--- config.mk ---
export PLATFORM = sky130hd
export DESIGN_NAME = wb_arbiter_n
export DESIGN_NICKNAME = d
export VERILOG_FILES = /design/src/rtl/wb_arb_pkg.sv /design/src/rtl/wb_arb_grant.sv /design/src/rtl/wb_arbiter_n.sv
export SDC_FILE = /design/constraint.sdc
export NUM_CORES = 1
export LEC_CHECK = 0
export CORE_AREA = 2 2 208 210
export CTS_CLUSTER_SIZE = 14
export DETAILED_ROUTE_END_ITERATION = 8
export DIE_AREA = 0 0 210 212
export PLACE_DENSITY_LB_ADDON = 0.1
export SYNTH_ARGS = -nofsm -noshare
export SYNTH_HDL_FRONTEND = slang
export SYNTH_HIERARCHICAL = 1
export SYNTH_SLANG_ARGS = --single-unit
--- constraint.sdc ---
create_clock -name clk -period 2.85 [get_ports clk]
set_clock_uncertainty 0.05 [all_clocks]
set_input_delay 0.285 -clock clk [delete_from_list [all_inputs] [get_ports clk]]
set_output_delay 0.285 -clock clk [all_outputs]
set_load 0.05 [all_outputs]
--- src/rtl/wb_arb_pkg.sv ---
// Shared types and helpers for the Wishbone arbiter family: arbitration
// mode encodings, arbiter FSM states and an elaboration-time ceil(log2).
package wb_arb_pkg;

   typedef enum logic {
      ARB_PRIORITY,
      ARB_ROUND_ROBIN
   } arb_type_t;

   typedef enum logic {
      LSB_HIGH,
      LSB_LOW
   } lsb_prio_t;

   typedef enum logic [1:0] {
      ST_IDLE  = 2'd0,
      ST_GRANT = 2'd1,
      ST_ABORT = 2'd2
   } arb_state_t;

   // ceil(log2(value)); returns 0 for value <= 1
   function automatic int clog2(input int value);
      int result;
      int v;
      result = 0;
      v      = value - 1;
      while (v > 0) begin
         result++;
         v = v >> 1;
      end
      return result;
   endfunction

endpackage

--- src/rtl/wb_arb_grant.sv ---
// Registered one-hot grant engine (fixed priority or round robin).
// Loads a new grant only when arb_en is high; an empty request vector loads 0.
module wb_arb_grant
   import wb_arb_pkg::*;
#(
   parameter int    PORTS        = 4,
   parameter string ARB_TYPE     = "ROUND_ROBIN",
   parameter string LSB_PRIORITY = "HIGH",
   localparam int   IDX_W        = clog2(PORTS)
) (
   input  logic             clk,
   input  logic             rst,
   input  logic [PORTS-1:0] request,
   input  logic             arb_en,
   output logic [PORTS-1:0] grant,
   output logic             grant_valid,
   output logic [IDX_W-1:0] rr_ptr
);

   localparam arb_type_t ARB_MODE = (ARB_TYPE == "PRIORITY") ? ARB_PRIORITY : ARB_ROUND_ROBIN;
   localparam lsb_prio_t LSB_MODE = (LSB_PRIORITY == "LOW") ? LSB_LOW : LSB_HIGH;
   localparam logic [IDX_W-1:0] TOP_IDX = (LSB_MODE == LSB_HIGH) ? '0 : IDX_W'(PORTS - 1);

   logic [PORTS-1:0] winner;
   logic [IDX_W-1:0] winner_idx;
   logic [IDX_W-1:0] next_ptr;
   logic             found;

   // rr_ptr holds the index the next search starts from, not the last winner
   always_comb begin
      int start;
      int idx;
      // NOTE: every always_comb output gets a default first so no path can infer a latch.
      winner     = '0;
      winner_idx = '0;
      found      = 1'b0;
      start      = (ARB_MODE == ARB_ROUND_ROBIN) ? int'(rr_ptr) : int'(TOP_IDX);
      for (int i = 0; i < PORTS; i++) begin
         if (LSB_MODE == LSB_HIGH) begin
            idx = start + i;
            if (idx >= PORTS) idx = idx - PORTS;
         end else begin
            idx = start - i;
            if (idx < 0) idx = idx + PORTS;
         end
         if (!found && request[idx]) begin
            winner[idx] = 1'b1;
            winner_idx  = IDX_W'(idx);
            found       = 1'b1;
         end
      end
   end

   always_comb begin
      if (LSB_MODE == LSB_HIGH)
         next_ptr = (int'(winner_idx) == PORTS - 1) ? '0 : winner_idx + IDX_W'(1);
      else
         next_ptr = (winner_idx == '0) ? IDX_W'(PORTS - 1) : winner_idx - IDX_W'(1);
   end

   // NOTE: state registers use non-blocking assignments so every flop samples pre-edge values.
   always_ff @(posedge clk) begin
      if (rst) begin
         grant  <= '0;
         rr_ptr <= TOP_IDX;
      end else if (arb_en) begin
         grant <= winner;
         if (found) rr_ptr <= next_ptr;
      end
   end

   assign grant_valid = |grant;

endmodule

--- src/rtl/wb_arbiter_n.sv ---
// N-port Wishbone classic arbiter/mux with a per-transfer watchdog that
// aborts a hung slave access with an error to the granted master.
module wb_arbiter_n
   import wb_arb_pkg::*;
#(
   parameter int    PORTS        = 4,
   parameter int    DATA_WIDTH   = 32,
   parameter int    ADDR_WIDTH   = 32,
   parameter int    SELECT_WIDTH = DATA_WIDTH / 8,
   parameter string ARB_TYPE     = "ROUND_ROBIN",
   parameter string LSB_PRIORITY = "HIGH",
   parameter int    TIMEOUT      = 256
) (
   input  logic                           clk,
   input  logic                           rst,
   input  logic [PORTS*ADDR_WIDTH-1:0]    wbm_adr_i,
   input  logic [PORTS*DATA_WIDTH-1:0]    wbm_dat_i,
   output logic [PORTS*DATA_WIDTH-1:0]    wbm_dat_o,
   input  logic [PORTS-1:0]               wbm_we_i,
   input  logic [PORTS*SELECT_WIDTH-1:0]  wbm_sel_i,
   input  logic [PORTS-1:0]               wbm_stb_i,
   input  logic [PORTS-1:0]               wbm_cyc_i,
   output logic [PORTS-1:0]               wbm_ack_o,
   output logic [PORTS-1:0]               wbm_err_o,
   output logic [PORTS-1:0]               wbm_rty_o,
   output logic [ADDR_WIDTH-1:0]          wbs_adr_o,
   output logic [DATA_WIDTH-1:0]          wbs_dat_o,
   output logic                           wbs_we_o,
   output logic [SELECT_WIDTH-1:0]        wbs_sel_o,
   output logic                           wbs_stb_o,
   output logic                           wbs_cyc_o,
   input  logic [DATA_WIDTH-1:0]          wbs_dat_i,
   input  logic                           wbs_ack_i,
   input  logic                           wbs_err_i,
   input  logic                           wbs_rty_i,
   output logic [PORTS-1:0]               grant_o,
   output logic                           timeout_o
);

   localparam int CNT_W = (clog2(TIMEOUT + 1) < 1) ? 1 : clog2(TIMEOUT + 1);
   localparam logic [CNT_W-1:0] WD_LIMIT = CNT_W'((TIMEOUT > 0) ? TIMEOUT - 1 : 0);

   arb_state_t             state;
   arb_state_t             state_next;
   logic [PORTS-1:0]       grant;
   logic                   grant_valid;
   logic [clog2(PORTS)-1:0] rr_ptr_unused;
   logic                   arb_en;
   logic                   any_req;
   logic                   granted_cyc;
   logic                   granted_stb;
   logic                   terminated;
   logic                   wd_fire;
   logic [CNT_W-1:0]       wd_cnt;

   wb_arb_grant #(
      .PORTS        (PORTS),
      .ARB_TYPE     (ARB_TYPE),
      .LSB_PRIORITY (LSB_PRIORITY)
   ) u_grant (
      .clk         (clk),
      .rst         (rst),
      .request     (wbm_cyc_i),
      .arb_en      (arb_en),
      .grant       (grant),
      .grant_valid (grant_valid),
      .rr_ptr      (rr_ptr_unused)
   );

   assign any_req     = |wbm_cyc_i;
   assign granted_cyc = |(grant & wbm_cyc_i);
   assign granted_stb = |(grant & wbm_stb_i);
   assign terminated  = wbs_ack_i | wbs_err_i | wbs_rty_i;
   // A termination in the limit cycle suppresses the abort
   assign wd_fire     = (TIMEOUT > 0) && (state == ST_GRANT) && granted_stb &&
                        !terminated && (wd_cnt == WD_LIMIT);

   always_ff @(posedge clk) begin
      if (rst || !wbs_stb_o || terminated)
         wd_cnt <= '0;
      else if (wd_cnt != '1)
         wd_cnt <= wd_cnt + CNT_W'(1);
   end

   always_ff @(posedge clk) begin
      if (rst) state <= ST_IDLE;
      else     state <= state_next;
   end

   always_comb begin
      state_next = state;
      case (state)
         ST_IDLE:
            if (any_req) state_next = ST_GRANT;
         ST_GRANT:
            if (wd_fire)           state_next = ST_ABORT;
            else if (!granted_cyc) state_next = any_req ? ST_GRANT : ST_IDLE;
         ST_ABORT:
            if (granted_cyc) state_next = ST_GRANT;
            else             state_next = any_req ? ST_GRANT : ST_IDLE;
         default:
            state_next = ST_IDLE;
      endcase
   end

   // After an abort the same master keeps the bus if it still holds cyc
   always_comb begin
      arb_en    = 1'b0;
      wbs_cyc_o = 1'b0;
      wbs_stb_o = 1'b0;
      wbm_ack_o = '0;
      wbm_err_o = '0;
      wbm_rty_o = '0;
      timeout_o = 1'b0;
      case (state)
         ST_IDLE: arb_en = 1'b1;
         ST_GRANT: begin
            arb_en    = !wd_fire && !granted_cyc;
            wbs_cyc_o = grant_valid;
            wbs_stb_o = granted_stb;
            wbm_ack_o = grant & {PORTS{wbs_ack_i}};
            wbm_err_o = grant & {PORTS{wbs_err_i}};
            wbm_rty_o = grant & {PORTS{wbs_rty_i}};
         end
         ST_ABORT: begin
            arb_en    = !granted_cyc;
            wbm_err_o = grant;
            timeout_o = 1'b1;
         end
         default: arb_en = 1'b0;
      endcase
   end

   // One-hot grant lets the mux be a plain AND-OR tree
   always_comb begin
      wbs_adr_o = '0;
      wbs_dat_o = '0;
      wbs_we_o  = 1'b0;
      wbs_sel_o = '0;
      for (int k = 0; k < PORTS; k++) begin
         wbs_adr_o = wbs_adr_o | ({ADDR_WIDTH{grant[k]}} & wbm_adr_i[k*ADDR_WIDTH +: ADDR_WIDTH]);
         wbs_dat_o = wbs_dat_o | ({DATA_WIDTH{grant[k]}} & wbm_dat_i[k*DATA_WIDTH +: DATA_WIDTH]);
         wbs_sel_o = wbs_sel_o | ({SELECT_WIDTH{grant[k]}} & wbm_sel_i[k*SELECT_WIDTH +: SELECT_WIDTH]);
         wbs_we_o  = wbs_we_o | (grant[k] & wbm_we_i[k]);
      end
   end

   assign wbm_dat_o = {PORTS{wbs_dat_i}};
   assign grant_o   = grant;

endmodule
==> results by group <==
Yosys
  – Synth cell types: between 40 and 50
  – Most common cell in the netlist: a22oi_1
  – Register area share after synthesis: 0.0893
  – Yosys top cell area share: 0.280
  – Post-Syn Nets: 864
  – Post-synth top area cell: a22oi_1
  – Ys flop type: dfxtp_1
  – Register bit total from synthesis: 17
  – Avg Inst Size Synth: 7.22 um^2
  – Ys Warns: 6
  – Post-synth EDFFs: 0
  – Ys async rst share: 0
  – Mapped cell area: between 0.003 and 0.004 mm^2
  – Post-synth top cells: a22oi_1, buf_4, nand2_1
  – Post-Synthesis Cells: around 530
  – Dominant cells by area after synthesis: a22oi_1, buf_4, dfxtp_1

Layout
  – Layout Area Growth over Synthesis: 94.6%
  – Ant. Diodes: 0
  – Final core occ: 0.175
  – Nets@finish: approximately 1,100
  – Fraction of layout cells with a size suffix above 1: 0.0748

Clock network
  – CTS Buffer Depth: 2
  – CTS H-tree depth: 1
  – CTS tree: done
  – Clk slew on worst S/H paths: 0.05 ns
  – Post-CTS Setup Inserts: 0
  – Num Clock Sinks: 17
  – Cts hold-fix bufs: 0
  – Clk root buf: clkbuf_16
  – CTS buffer count: 3
  – Clock Latency Late Sink: between 0.2 and 0.3 ns

Critical path
  – Startpoint Class: flop
  – CP Data Arrival Time: between 2 and 3 ns
  – Endpoint type of the worst setup path: flop
  – CP Max Fanout: 8
  – Kind of critical path: reg -> reg
  – CP required: between 2 and 3 ns

Timing
  – Part of the cycle the worst path needs: 0.926
  – Max Freq: between 300 and 400 MHz
  – Max_slew headroom: 0.620
  – Worst-margin pin slew: ~0.57 ns
  – Fin. Hold Viols: 0
  – RSZ-0062 raised after global routing: no
  – Final TNS setup: 0 ns
  – Min cycle time layout: roughly 2.6 ns
  – Final hold slack: around 0.46 ns
  – Max Slew Vio Count: 0
  – Setup Viol. Count Final: 0

Placement
  – PortBufs: 376
  – DPL Wire Length: roughly 18,000 um
  – Placer Congestion: roughly 0.7

Power and ir drop
  – Static Leakage: around 2.8 nW
  – Psw: 4.83 mW
  – Combinational share of power: 0.909
  – Internal power: 2.95 mW
  – Clock share of power: 0.036
  – Cell Pwr Density: roughly 1000 mW/mm^2
  – Seq pwr share: 0.054
  – Switching Fraction: 0.621
  – Power Total: 7.78 mW
  – Peak supply drop: roughly 0.00037 V

Job
  – Maxcap violations: 0

Detailed routing
  – Via count: 4,776
  – DRT Wirelength: between 20,000 and 25,000 um
  – DRT Pass-1 Iters: 4
  – First DRT Iteration DRCs: roughly 210
  – Drt wl/cell: between 15 and 20 um
  – Antenna Nets Post-Route: 0
  – Avg Vias per Cell: between 3 and 4
  – Drt drc: 0

Floorplan
  – Initial core utilization: 0.0897
  – Core ar.: about 0.043 mm^2
  – IO Count: ~540
  – DIE AREA: about 0.045 mm^2
  – Row count: 76
  – Die Wd: about 210 um
  – Die Y: 212 um

GRT
  – GRT Overall Usage: 0.0905
  – Initial antenna violation count: 0
  – Gr ovfl total: 0
  – First-pass GRT wire length: a little over 30,000 um
  – Vias in the first global route: 4,897
  – Largest net degree at the start of global routing: between 40 and 50

Outcome
  – Status: finished clean

Min path
  – Worst min path class: reg -> reg
[stage by stage]
step | setup WS (ns) | cell area (um^2) | std cells
finish | 0.211 | 7420 | 1308
global route | 0.00876 | 7420 | 1308
CTS | 0.121 | 7410 | 1308
detailed placement | 0.144 | 7330 | 1304
global placement | 0.196 | 7330 | 1304
floorplan | 0.386 | 3810 | 528
[cell usage in the layout (no fill, tap or decap), types with 3 or more instances in the layout]
cell type	instances
a21oi_1	5
a22o_2	4
a22oi_1	142
a311oi_1	3
and2_1	7
and3_1	4
and3_2	4
buf_12	5
buf_4	28
clkbuf_16	3
clkdlybuf4s50_1	361
dfxtp_1	13
dfxtp_4	4
ha_1	15
inv_1	6
mux2i_1	6
nand2_1	82
nand3_1	3
nor2_1	20
nor2b_1	3
o21ai_0	3
xor2_1	6
[area by class of cell]
type	instances	area [um^2]
Clock buffer	4	78.8
Fill cell	4788	35100
Inverter	6	22.5
Multi-Input combinational cell	341	2350
Sequential cell	17	355
Tap cell	546	683
Timing Repair Buffer	394	3920
[path summary, 6_finish.rpt]
check        startpoint          endpoint  slack (ns)  depth (start not counted)
max           wd_cnt[2]  u_grant/grant[2]        0.21                          9
min           wd_cnt[5]         wd_cnt[5]        0.46                          2
max reg2reg   wd_cnt[2]  u_grant/grant[2]        0.21                          9
min reg2reg   wd_cnt[5]         wd_cnt[5]        0.46                          2
[state kept, by name, indices dropped and copies added, names as in the netlist]
| register | flops |
|---|---|
| wd_cnt | 9 |
| u_grant/grant | 4 |
| state | 2 |
| u_grant/rr_ptr | 2 |
[worst max-delay path: stages (launching register included)]
cell      delay [ns]
dfxtp_1         0.39
and4_1          0.26
and4_1          0.24
ha_1            0.19
or4b_1          0.46
a21o_1          0.20
a21oi_1         0.18
o31ai_2         0.13
buf_4           0.19
a311oi_1        0.23
[cell families (layout without fill, tap and decap cells)]
logic type      after synthesis  count (layout)  synth area share
compound gates              169             169             0.335
mux                          10              10            0.0414
buf+inv                     170             404             0.296
xor+xnor                      7               7            0.0161
fa+ha+maj                    15              15            0.0492
simple gates                140             140             0.173
flops                        17              17            0.0893
[power groups by stage]
stage / combinational [mW] / clock [mW] / sequential [mW]
floorplan: 4.89 / 0 / 0.423
CTS: 7.20 / 0.292 / 0.437
finish: 7.08 / 0.281 / 0.424
global route: 7.52 / 0.307 / 0.442
global placement: 7.27 / 0 / 0.447
detailed placement: 7.18 / 0 / 0.440
[layer usage]
metal / up-vias / share of wire / global-route usage
met3: 48 / 0.088 / 0.0284
li1: 2282 / - / -
met2: 296 / 0.49 / 0.159
met4: 0 / 0.024 / 0.0237
met1: 2150 / 0.40 / 0.107
met5: - / 0 / 0
[what timing repair did]
action	CTS	global route
setup endpoints to repair	0	5
gates resized for setup	0	2
endpoints found under the hold margin	0	0
Power figures use the tool's default switching activity.
